**config.mk**
```make
export PLATFORM = sky130hd
export DESIGN_NAME = kij_sequencer
export DESIGN_NICKNAME = d
export VERILOG_FILES = /design/src/rtl/kij_seq_pkg.sv /design/src/rtl/kij_addr_gen.sv /design/src/rtl/kij_sequencer.sv
export SDC_FILE = /design/constraint.sdc
export NUM_CORES = 1
export LEC_CHECK = 0
export ABC_AREA = 1
export CORE_ASPECT_RATIO = 0.7
export CORE_MARGIN = 2
export CORE_UTILIZATION = 55
export DETAILED_ROUTE_END_ITERATION = 16
export HOLD_SLACK_MARGIN = 0.08
export PLACE_DENSITY = 0.73
export SLEW_MARGIN = 30
export SYNTH_ARGS = -nofsm -noshare
export SYNTH_HDL_FRONTEND = slang
export SYNTH_HIERARCHICAL = 1
export SYNTH_SLANG_ARGS = --single-unit
```
**constraint.sdc**
```tcl
create_clock -name clk -period 10.9 [get_ports clk]
set_input_delay 1.635 -clock clk [delete_from_list [all_inputs] [get_ports clk]]
set_output_delay 1.635 -clock clk [all_outputs]
set_load 0.05 [all_outputs]
```
**src/rtl/kij_seq_pkg.sv**
```systemverilog
// Shared types and constants for the kij layer sequencer.
// The KIJ_SEQ_OFIFO_STALL_EN macro (used in kij_sequencer) enables OFIFO back-pressure in OFRD.
package kij_seq_pkg;

    typedef enum logic [3:0] {
        S_IDLE, S_RST, S_KL0, S_KLOAD, S_GAP, S_XL0, S_EXEC, S_OFRD, S_DRAIN
    } state_e;

    // Instruction word bit positions
    localparam int I_ACC      = 33;
    localparam int I_CEN_P    = 32;
    localparam int I_WEN_P    = 31;
    localparam int I_AP_LO    = 20;
    localparam int I_CEN_X    = 19;
    localparam int I_WEN_X    = 18;
    localparam int I_AX_LO    = 7;
    localparam int I_OFIFO_RD = 6;
    localparam int I_IFIFO_WR = 5;
    localparam int I_IFIFO_RD = 4;
    localparam int I_L0_RD    = 3;
    localparam int I_L0_WR    = 2;
    localparam int I_EXEC     = 1;
    localparam int I_LOAD     = 0;

    localparam int ADDR_W     = 11;
    localparam int TW         = 16;

    localparam logic [33:0] INST_IDLE = 34'h1_800C_0000;

    localparam int RST_CYC    = 11;
    localparam int RST_ON_CYC = 10;
    localparam int GAP_CYC    = 11;
    localparam int DRAIN_CYC  = 3;
    localparam int KIJ_LAST   = 8;

endpackage

```
**src/rtl/kij_addr_gen.sv**
```systemverilog
// Address generation: kernel word address in xmem and shifted psum address in pmem.
module kij_addr_gen
    import kij_seq_pkg::*;
#(
    parameter int              nij_sz = 6,
    parameter logic [10:0]     wbase  = 11'h400
) (
    input  logic [3:0]         kij,
    input  logic [ADDR_W-1:0]  t,
    input  logic [ADDR_W-1:0]  klen,
    output logic [ADDR_W-1:0]  a_kern,
    output logic [ADDR_W-1:0]  a_pmem
);

    logic [3:0] kmod;
    logic [3:0] kdiv;

    assign kmod = kij % 4'd3;
    assign kdiv = kij / 4'd3;

    assign a_kern = wbase + ADDR_W'(kij * klen) + t;

    // Output pixel offset for kernel tap (kij%3, kij/3); negative results wrap mod 2^11.
    assign a_pmem = t - ADDR_W'(1) - ADDR_W'(kmod) - ADDR_W'(32'(kdiv) * nij_sz);

endmodule

```
**src/rtl/kij_sequencer.sv**
```systemverilog
// Sequences the 9 kernel taps of a layer through the core, one instruction word per cycle.
// Define KIJ_SEQ_OFIFO_STALL_EN to make OFRD pmem writes wait on ofifo_valid.
module kij_sequencer
    import kij_seq_pkg::*;
#(
    parameter int          row     = 8,
    parameter int          col     = 8,
    parameter int          len_nij = 36,
    parameter int          nij_sz  = 6,
    parameter logic [10:0] wbase   = 11'h400
) (
    input  logic        clk,
    input  logic        reset,
    input  logic        start,
    input  logic        mode_in,
    input  logic        ofifo_valid,
    output logic [33:0] inst,
    output logic        mode,
    output logic        sel,
    output logic        core_rst,
    output logic        busy,
    output logic        done
);

    state_e          state_q, state_d;
    logic [TW-1:0]   t_q, t_d;
    logic [3:0]      kij_q, kij_d;
    logic            mode_lat_q, mode_lat_d;
    logic [33:0]     inst_q, inst_d;
    logic            mode_q, mode_d;
    logic            sel_q, sel_d;
    logic            core_rst_q, core_rst_d;
    logic            busy_q, busy_d;
    logic            done_q, done_d;
    logic            wr_d;

    logic [TW-1:0]     klen;
    logic [ADDR_W-1:0] a_kern, a_pmem;

    assign klen = mode_lat_d ? TW'(col) : TW'(2 * col);

    // Addresses are derived from the next-cycle counters so they land with the registered word.
    kij_addr_gen #(.nij_sz(nij_sz), .wbase(wbase)) u_addr (
        .kij    (kij_d),
        .t      (t_d[ADDR_W-1:0]),
        .klen   (klen[ADDR_W-1:0]),
        .a_kern (a_kern),
        .a_pmem (a_pmem)
    );

`ifndef KIJ_SEQ_OFIFO_STALL_EN
    logic unused_ofifo_valid;
    assign unused_ofifo_valid = ofifo_valid;
`endif

    always_comb begin
        state_d    = state_q;
        t_d        = t_q + TW'(1);
        kij_d      = kij_q;
        mode_lat_d = mode_lat_q;
        done_d     = 1'b0;
        wr_d       = 1'b0;
        case (state_q)
            S_IDLE: begin
                t_d = '0;
                if (start) begin
                    state_d    = S_RST;
                    kij_d      = '0;
                    mode_lat_d = mode_in;
                end
            end
            S_RST:   if (t_q == TW'(RST_CYC - 1))        begin state_d = S_KL0;   t_d = '0; end
            S_KL0:   if (t_q == klen - TW'(1))           begin state_d = S_KLOAD; t_d = '0; end
            S_KLOAD: if (t_q == TW'(row) + klen - TW'(1)) begin state_d = S_GAP;   t_d = '0; end
            S_GAP:   if (t_q == TW'(GAP_CYC - 1))        begin state_d = S_XL0;   t_d = '0; end
            S_XL0:   if (t_q == TW'(len_nij - 1))        begin state_d = S_EXEC;  t_d = '0; end
            S_EXEC:  if (t_q == TW'(len_nij) + klen - TW'(1)) begin state_d = S_OFRD; t_d = '0; end
            S_OFRD: begin
`ifdef KIJ_SEQ_OFIFO_STALL_EN
                if (t_q == TW'(len_nij)) begin
                    state_d = S_DRAIN;
                    t_d     = '0;
                end else if (ofifo_valid) begin
                    wr_d = 1'b1;
                end else begin
                    t_d = t_q;
                end
`else
                if (t_q == TW'(len_nij)) begin
                    state_d = S_DRAIN;
                    t_d     = '0;
                end else begin
                    wr_d = 1'b1;
                end
`endif
            end
            S_DRAIN: begin
                if (t_q == TW'(DRAIN_CYC - 1)) begin
                    t_d = '0;
                    if (kij_q == 4'(KIJ_LAST)) begin
                        state_d = S_IDLE;
                        done_d  = 1'b1;
                    end else begin
                        state_d = S_RST;
                        kij_d   = kij_q + 4'd1;
                    end
                end
            end
            default: begin
                state_d = S_IDLE;
                t_d     = '0;
            end
        endcase
    end

    // Output word for the cycle that state_d/t_d describe.
    always_comb begin
        inst_d     = INST_IDLE;
        core_rst_d = 1'b0;
        sel_d      = sel_q;
        case (state_d)
            S_RST: core_rst_d = (t_d < TW'(RST_ON_CYC));
            S_KL0: begin
                inst_d[I_CEN_X]             = 1'b0;
                inst_d[I_L0_WR]             = 1'b1;
                inst_d[I_AX_LO +: ADDR_W]   = a_kern;
            end
            S_KLOAD: begin
                inst_d[I_L0_RD] = 1'b1;
                inst_d[I_LOAD]  = (t_d < klen);
            end
            S_XL0: begin
                inst_d[I_CEN_X]           = 1'b0;
                inst_d[I_L0_WR]           = 1'b1;
                inst_d[I_AX_LO +: ADDR_W] = t_d[ADDR_W-1:0];
            end
            S_EXEC: begin
                inst_d[I_L0_RD] = 1'b1;
                inst_d[I_EXEC]  = (t_d < TW'(len_nij));
            end
            S_OFRD: begin
                inst_d[I_ACC] = (kij_d != 4'd0);
                if (state_q != S_OFRD) sel_d = kij_d[0];
                if (t_d != '0) inst_d[I_AP_LO +: ADDR_W] = a_pmem;
                if (wr_d) begin
                    inst_d[I_CEN_P] = 1'b0;
                    inst_d[I_WEN_P] = 1'b0;
                end
`ifdef KIJ_SEQ_OFIFO_STALL_EN
                inst_d[I_OFIFO_RD] = wr_d || (state_q != S_OFRD);
`else
                inst_d[I_OFIFO_RD] = 1'b1;
`endif
            end
            S_DRAIN: inst_d[I_ACC] = (kij_d != 4'd0) && (t_d <= TW'(1));
            default: ;
        endcase
        busy_d = (state_d != S_IDLE);
        mode_d = busy_d & mode_lat_d;
    end

    always_ff @(posedge clk) begin
        if (reset) begin
            state_q    <= S_IDLE;
            t_q        <= '0;
            kij_q      <= '0;
            mode_lat_q <= 1'b0;
            inst_q     <= INST_IDLE;
            mode_q     <= 1'b0;
            sel_q      <= 1'b0;
            core_rst_q <= 1'b0;
            busy_q     <= 1'b0;
            done_q     <= 1'b0;
        end else begin
            state_q    <= state_d;
            t_q        <= t_d;
            kij_q      <= kij_d;
            mode_lat_q <= mode_lat_d;
            inst_q     <= inst_d;
            mode_q     <= mode_d;
            sel_q      <= sel_d;
            core_rst_q <= core_rst_d;
            busy_q     <= busy_d;
            done_q     <= done_d;
        end
    end

    assign inst     = inst_q;
    assign mode     = mode_q;
    assign sel      = sel_q;
    assign core_rst = core_rst_q;
    assign busy     = busy_q;
    assign done     = done_q;

endmodule

```
# Yosys cells after proc, flatten, opt, wreduce, memory -nomap -nowiden

Index checks and enable logic that the tools add are counted.

Register bits after elaboration: 64
Bits of input ports: 5
Output and inout bits: 39

$add $sub $neg: 12
Multiply operators: 2
Divide/modulo/power cells: 2
Order comparisons: 4
Eq/ne operators: 24
Multiplexer cells: 36
Bitwise operators: 8
Reduce and logical (&&, ||, !) cells: 15

Operators by type and width:

| cell                                                                              | count |
|---|---|
| 16-bit 2-to-1 mux                                                                 | 7 |
| 16-bit one-hot mux with 7 select lines                                            | 1 |
| 16-bit == test                                                                    | 3 |
| 4-bit 2-to-1 mux                                                                  | 12 |
| 4-bit one-hot mux with 9 select lines                                             | 1 |
| 16-bit by 6-bit == test with 1-bit output, second input constant                  | 2 |
| 4-bit by 3-bit == test with 1-bit output, second input constant                   | 7 |
| 11-bit one-hot mux with 2 select lines                                            | 1 |
| 16-bit by 1-bit adder with 16-bit output, second input constant                   | 1 |
| 16-bit by 2-bit == test with 1-bit output, second input constant                  | 1 |
| 16-bit by 4-bit == test with 1-bit output, second input constant                  | 1 |
| 4-bit by 2-bit == test with 1-bit output, second input constant                   | 4 |
| 16-bit by 1-bit less-or-equal comparator with 1-bit output, second input constant | 1 |
| 16-bit by 4-bit less-than comparator with 1-bit output, second input constant     | 1 |
| 16-bit by 5-bit less-than comparator with 1-bit output                            | 1 |
| 16-bit by 6-bit less-than comparator with 1-bit output, second input constant     | 1 |
| 16-bit nonzero test                                                               | 1 |
| 2-bit OR reduction                                                                | 7 |
| 4-bit == test, second input constant                                              | 3 |
| 11-bit adder                                                                      | 1 |
| 11-bit adder, first input constant                                                | 1 |
| 11-bit by 1-bit subtractor with 11-bit output, second input constant              | 1 |
| 11-bit by 4-bit subtractor with 11-bit output                                     | 1 |
| 11-bit by 7-bit subtractor with 11-bit output                                     | 1 |
| other kinds (24)                                                                  | 42 |

# Depth between registers and ports, before layout

Depth in word-level cells: 11
Gate-level depth with buffers: 36
Depth with buffers taken out: 36

# Hierarchy

The synthesis kept the hierarchy.

Modules (own cells, without submodules):

| module        | times used | cells each | area an instance (um^2) |
|---|---|---|---|
| kij_sequencer | 1          | 476        | 3,248.1 |
| kij_addr_gen  | 1          | 334        | 2,259.7 |

# Least setup slack after synthesis

Ideal clock, no wire load.

Path type: input-to-reg
Start point: in start
End point: reg inst_q[30], in the netlist inst[30]
Setup time: 0.116 ns
Arrival time: 5.767 ns
Required time: 10.784 ns
Setup slack: 5.017 ns
Stages: 28
Buffers on the path: 1
Cell sequence: inv_1 -> a21oi_1 -> o21ai_0 -> buf_2 -> inv_1 -> nor2_1 -> inv_1 -> ha_1 -> o21ai_2 -> ha_1 -> inv_1 -> nand3_4 -> nor2_4 -> inv_2 -> ha_1 -> inv_1 -> fa_1 -> inv_1 -> fa_1 -> inv_1 -> ha_1 -> a21oi_1 -> nand2_1 -> nand2_1 -> nand4_1 -> xor2_1 -> inv_1 -> nor2_1

Elaborated cells on any way between the ends: 33
Classes of those cells: 8 x add/sub; 1 x mul; 2 x div; 4 x eq/ne; 14 x mux; 2 x bitwise; 2 x reduce/logical

RTL lines:

| element                                                                                                             | line                                   | RTL |
|---|---|---|
| start, declared                                                                                                     | kij_sequencer.sv:14                    | `input logic start,` |
| 4-bit 2-to-1 mux *                                                                                                  | kij_sequencer.sv:66                    | `if (start) begin` |
| 4-bit one-hot mux with 2 select lines *                                                                             | kij_sequencer.sv:63                    | `case (state_q)` |
| named net kij_d[3]                                                                                                  | kij_sequencer.sv:27                    | `logic [3:0] kij_q, kij_d;` |
| 4-bit by 2-bit divider with 4-bit output / 4-bit by 2-bit modulo with 4-bit output (equally long branches)          | kij_addr_gen.sv:19, kij_addr_gen.sv:18 |  |
| 4-bit by 2-bit multiplier with 6-bit output / 11-bit by 4-bit subtractor with 11-bit output (equally long branches) | kij_addr_gen.sv:24                     | `assign a_pmem = t - ADDR_W'(1) - ADDR_W'(kmod) - ADDR_W'(32'(kdiv) * nij_sz);` |
| 11-bit by 7-bit subtractor with 11-bit output *                                                                     | kij_addr_gen.sv:24                     |  |
| named net a_pmem[10]                                                                                                | kij_sequencer.sv:38                    | `logic [ADDR_W-1:0] a_kern, a_pmem;` |
| end signal, assigned                                                                                                | kij_sequencer.sv:179                   | `inst_q <= inst_d;` |
| end, declared                                                                                                       | kij_sequencer.sv:29                    | `logic [33:0] inst_q, inst_d;` |

The timed path passes the listed nets; every way through them passes the cells marked *.
A chain may end at the register's enable or synchronous reset.

# Final worst setup path

Same ends and word-level chain as after synthesis.

==> impl_metrics.ini <==
[logic_synthesis]
synth.most_common_cell = nand2_1
synthXorXnorAreaFrac_pct = 3.02
synth_top_family_by_area = simple AND/OR/NAND/NOR gates
synth.largest_area_cell = dfxtp_1
synth_compound_area_share_pct = 6.63
ys_top_cells_by_area = dfxtp_1 22%, nand2_1 13%, inv_1 11%, fa_1 9.8%, ha_1 9.8%
yosys.area_share.adder_pct = 19.6
synth_cell_types = 46
yosys.area_share.simple_pct = 35.5
synth_top_area_share_pct = 21.8
synth_commonest_cells = 186 x nand2_1, 157 x inv_1, 88 x nor2_1
ys_ff_latch = 60
yosys_warnings = 6
syn_area_sq_mm = 0.00551
synth.mux.area_fraction_pct = 0
syn_avg_cell_area_sq_um = 6.80
yosysSeqAreaShare_pct = 21.8
synth_edf_count = 0
ys.flop_type = dfxtp_1
async_flop_share_pct = 0
synth_cells = 810

[timing]
finalSetupViolations = 0
skew_ps = 7.06
hold_viol = 0
setup_ws_ps = 4060
max_freq_mhz = 146
tightest_slew_ps = 699
fin_crit_ps = 6840
fin_crit_sh_pct = 62.7
relSlewSlack_pct = 53.4
tns_ps = 0
drv_slew = 0
rsz0062_at_grt = no

[worst_setup_path]
startpoint_type = primary input
cp.required_ps = 11100
max_stage_delay_ps = 500
cp.arrival_ps = 7030
cp.buffers_inverters = 10
end_kind = flop
crit_slowest_cell = clkdlybuf4s50_1
path_class = primary input to flop
crit_family = adder cells
crit_top_cell = inv_1
worstPathMaxFanout = 16

[hold_path]
hp-class = flop to flop

[floorplanning]
num_rows = 30
ios = 44
die_y_um = 87.7
die_x_um = 124
start_util_pct = 56.7
design.die.area_sq_mm = 0.0108
coreArea_sq_mm = 0.00972

[placed_design]
gp_congestion = 0.924
post-place-ws_ps = 3710
io_buffer_count = 39
dpl.hpwl_mm = 10.9

[clock_network]
cts.sinks = 60
clock_latency_ps = 340
numCtsBuffers = 9
cts_root_buffer = clkbuf_16
cts_hold_buf = 0
clk_pin_slew_worst_paths_ps = 50
cts_buffer_depth = 2
cts-htree-levels = 3
cts_resized = 0
post_cts_buffers = 0
cts_tree = yes

[power]
powerDensity_mw_per_mm2 = 88.3
peakVddDrop_mv = 0.0648
power_leakage_uw = 0.00358

[routing]
wl_per_cell_um = 13.4
via_per_inst = 5.03
wl_mm = 13.6
antenna_left = 0
drt_pass1_iterations = 6
drc_errors = 0
vias = 5096
drtIter0Drc = 416

[cells_and_area]
area_delta_synth_final_pct = 16.7
diodes = 0
drive_gt1_share_pct = 10.6
final_nets = 956
nFillCells = 858

[flow_run]
cap_violations = 0

[global_routing]
track_usage_pct = 26.4
grt-ovfl-total = 0
grt_max_degree = 30
grt_pass1_vias = 4559
grt_pass1_wl_mm = 21.9
grt_antenna_before_repair = 0

[status]
status = completed
-- final cells by class --
class	instances	area, sq um	share of cell area (%)
clock buffers	11	253	3.93
clock inverters	5	58.8	0.915
well taps	128	160	2.49
flip-flops and latches	60	1200	18.7
repair buffers	43	420	6.54
multi-input cells	599	3700	57.6
inverters	168	631	9.82
-- tightest hold or removal path, cell delays in order, from the launching register on --
cell     delay, ps
dfxtp_1        340
a31oi_1         50
nor3_1         110
-- where the power goes --
| part | internal (uW) | total [uW] | switching (uW) |
|---|---|---|---|
| Combinational | 14.5 | 49.2 | 34.7 |
| Sequential | 221 | 223 | 1.59 |
| Clock | 190 | 295 | 106 |
-- placed cells by master, fill, tap and decap left out, types with 2 or more instances in the layout --
master	instances
nand2_1	186
inv_1	157
nor2_1	88
dfxtp_1	60
nand3_1	58
ha_1	43
clkdlybuf4s50_1	39
conb_1	36
fa_1	27
o21ai_0	19
nand2_2	18
a21oi_1	16
nor3_1	16
nor2_2	14
xor2_1	14
inv_2	10
nor2_4	10
clkbuf_16	9
nand4_1	7
nand3_2	5
xnor2_1	5
o21ai_1	4
nand2_4	4
buf_4	4
a31oi_1	3
nand3b_1	3
a21o_1	3
nand3_4	2
o22ai_1	2
a31o_2	2
o21ai_2	2
clkbuf_8	2
clkinvlp_4	2
-- kinds of logic (layout without fill, tap and decap cells) --
kind of cell,count (synthesis),in the layout
simple gates,416,416
buf+inv,185,227
fa+ha+maj,70,70
flops,60,60
compound gates,58,58
xor+xnor,19,19
other cells,2,36
-- final timing paths --
kind,end,slack [ps],startpoint,depth (start not counted)
min,sel$_SDFFE_PP0P_,550,sel$_SDFFE_PP0P_,2
min reg2reg,sel$_SDFFE_PP0P_,550,sel$_SDFFE_PP0P_,2
max reg2reg,inst[30]$_SDFF_PP0_,4900,t_q[8]$_SDFF_PP0_,35
max,inst[30]$_SDFF_PP0_,4060,start,30
-- registers in the layout, summed over array words and instances, names as in the netlist, 4 cells and up --
signal	cells
t_q	16
inst	30
kij_q	4
state_q	4
-- metrics by stage --
step / std cells / util [%] / hold slack (ps) / power (uW) / cell area [sq um]
6_report: 1014 / 66.1 / 546 / 567 / 6420
5_1_grt: 1014 / 66.1 / 586 / 586 / 6420
4_1_cts: 1014 / 66.1 / 553 / 569 / 6420
3_3_place_gp: 998 / 62.9 / 539 / 275 / 6110
2_1_floorplan: 844 / - / 508 / 265 / 5640
3_5_place_dp: 998 / 62.9 / 538 / 276 / 6110
-- per-layer routing --
metal  up-vias  GRT usage (%)  share of wire (%)
met5         -              0                  0
met4         0           5.58               0.75
met3        14           4.95                7.3
met2       159           40.3                 43
met1      2334           38.8                 49
li1       2589              -                  -
Power figures use the tool's default switching activity.
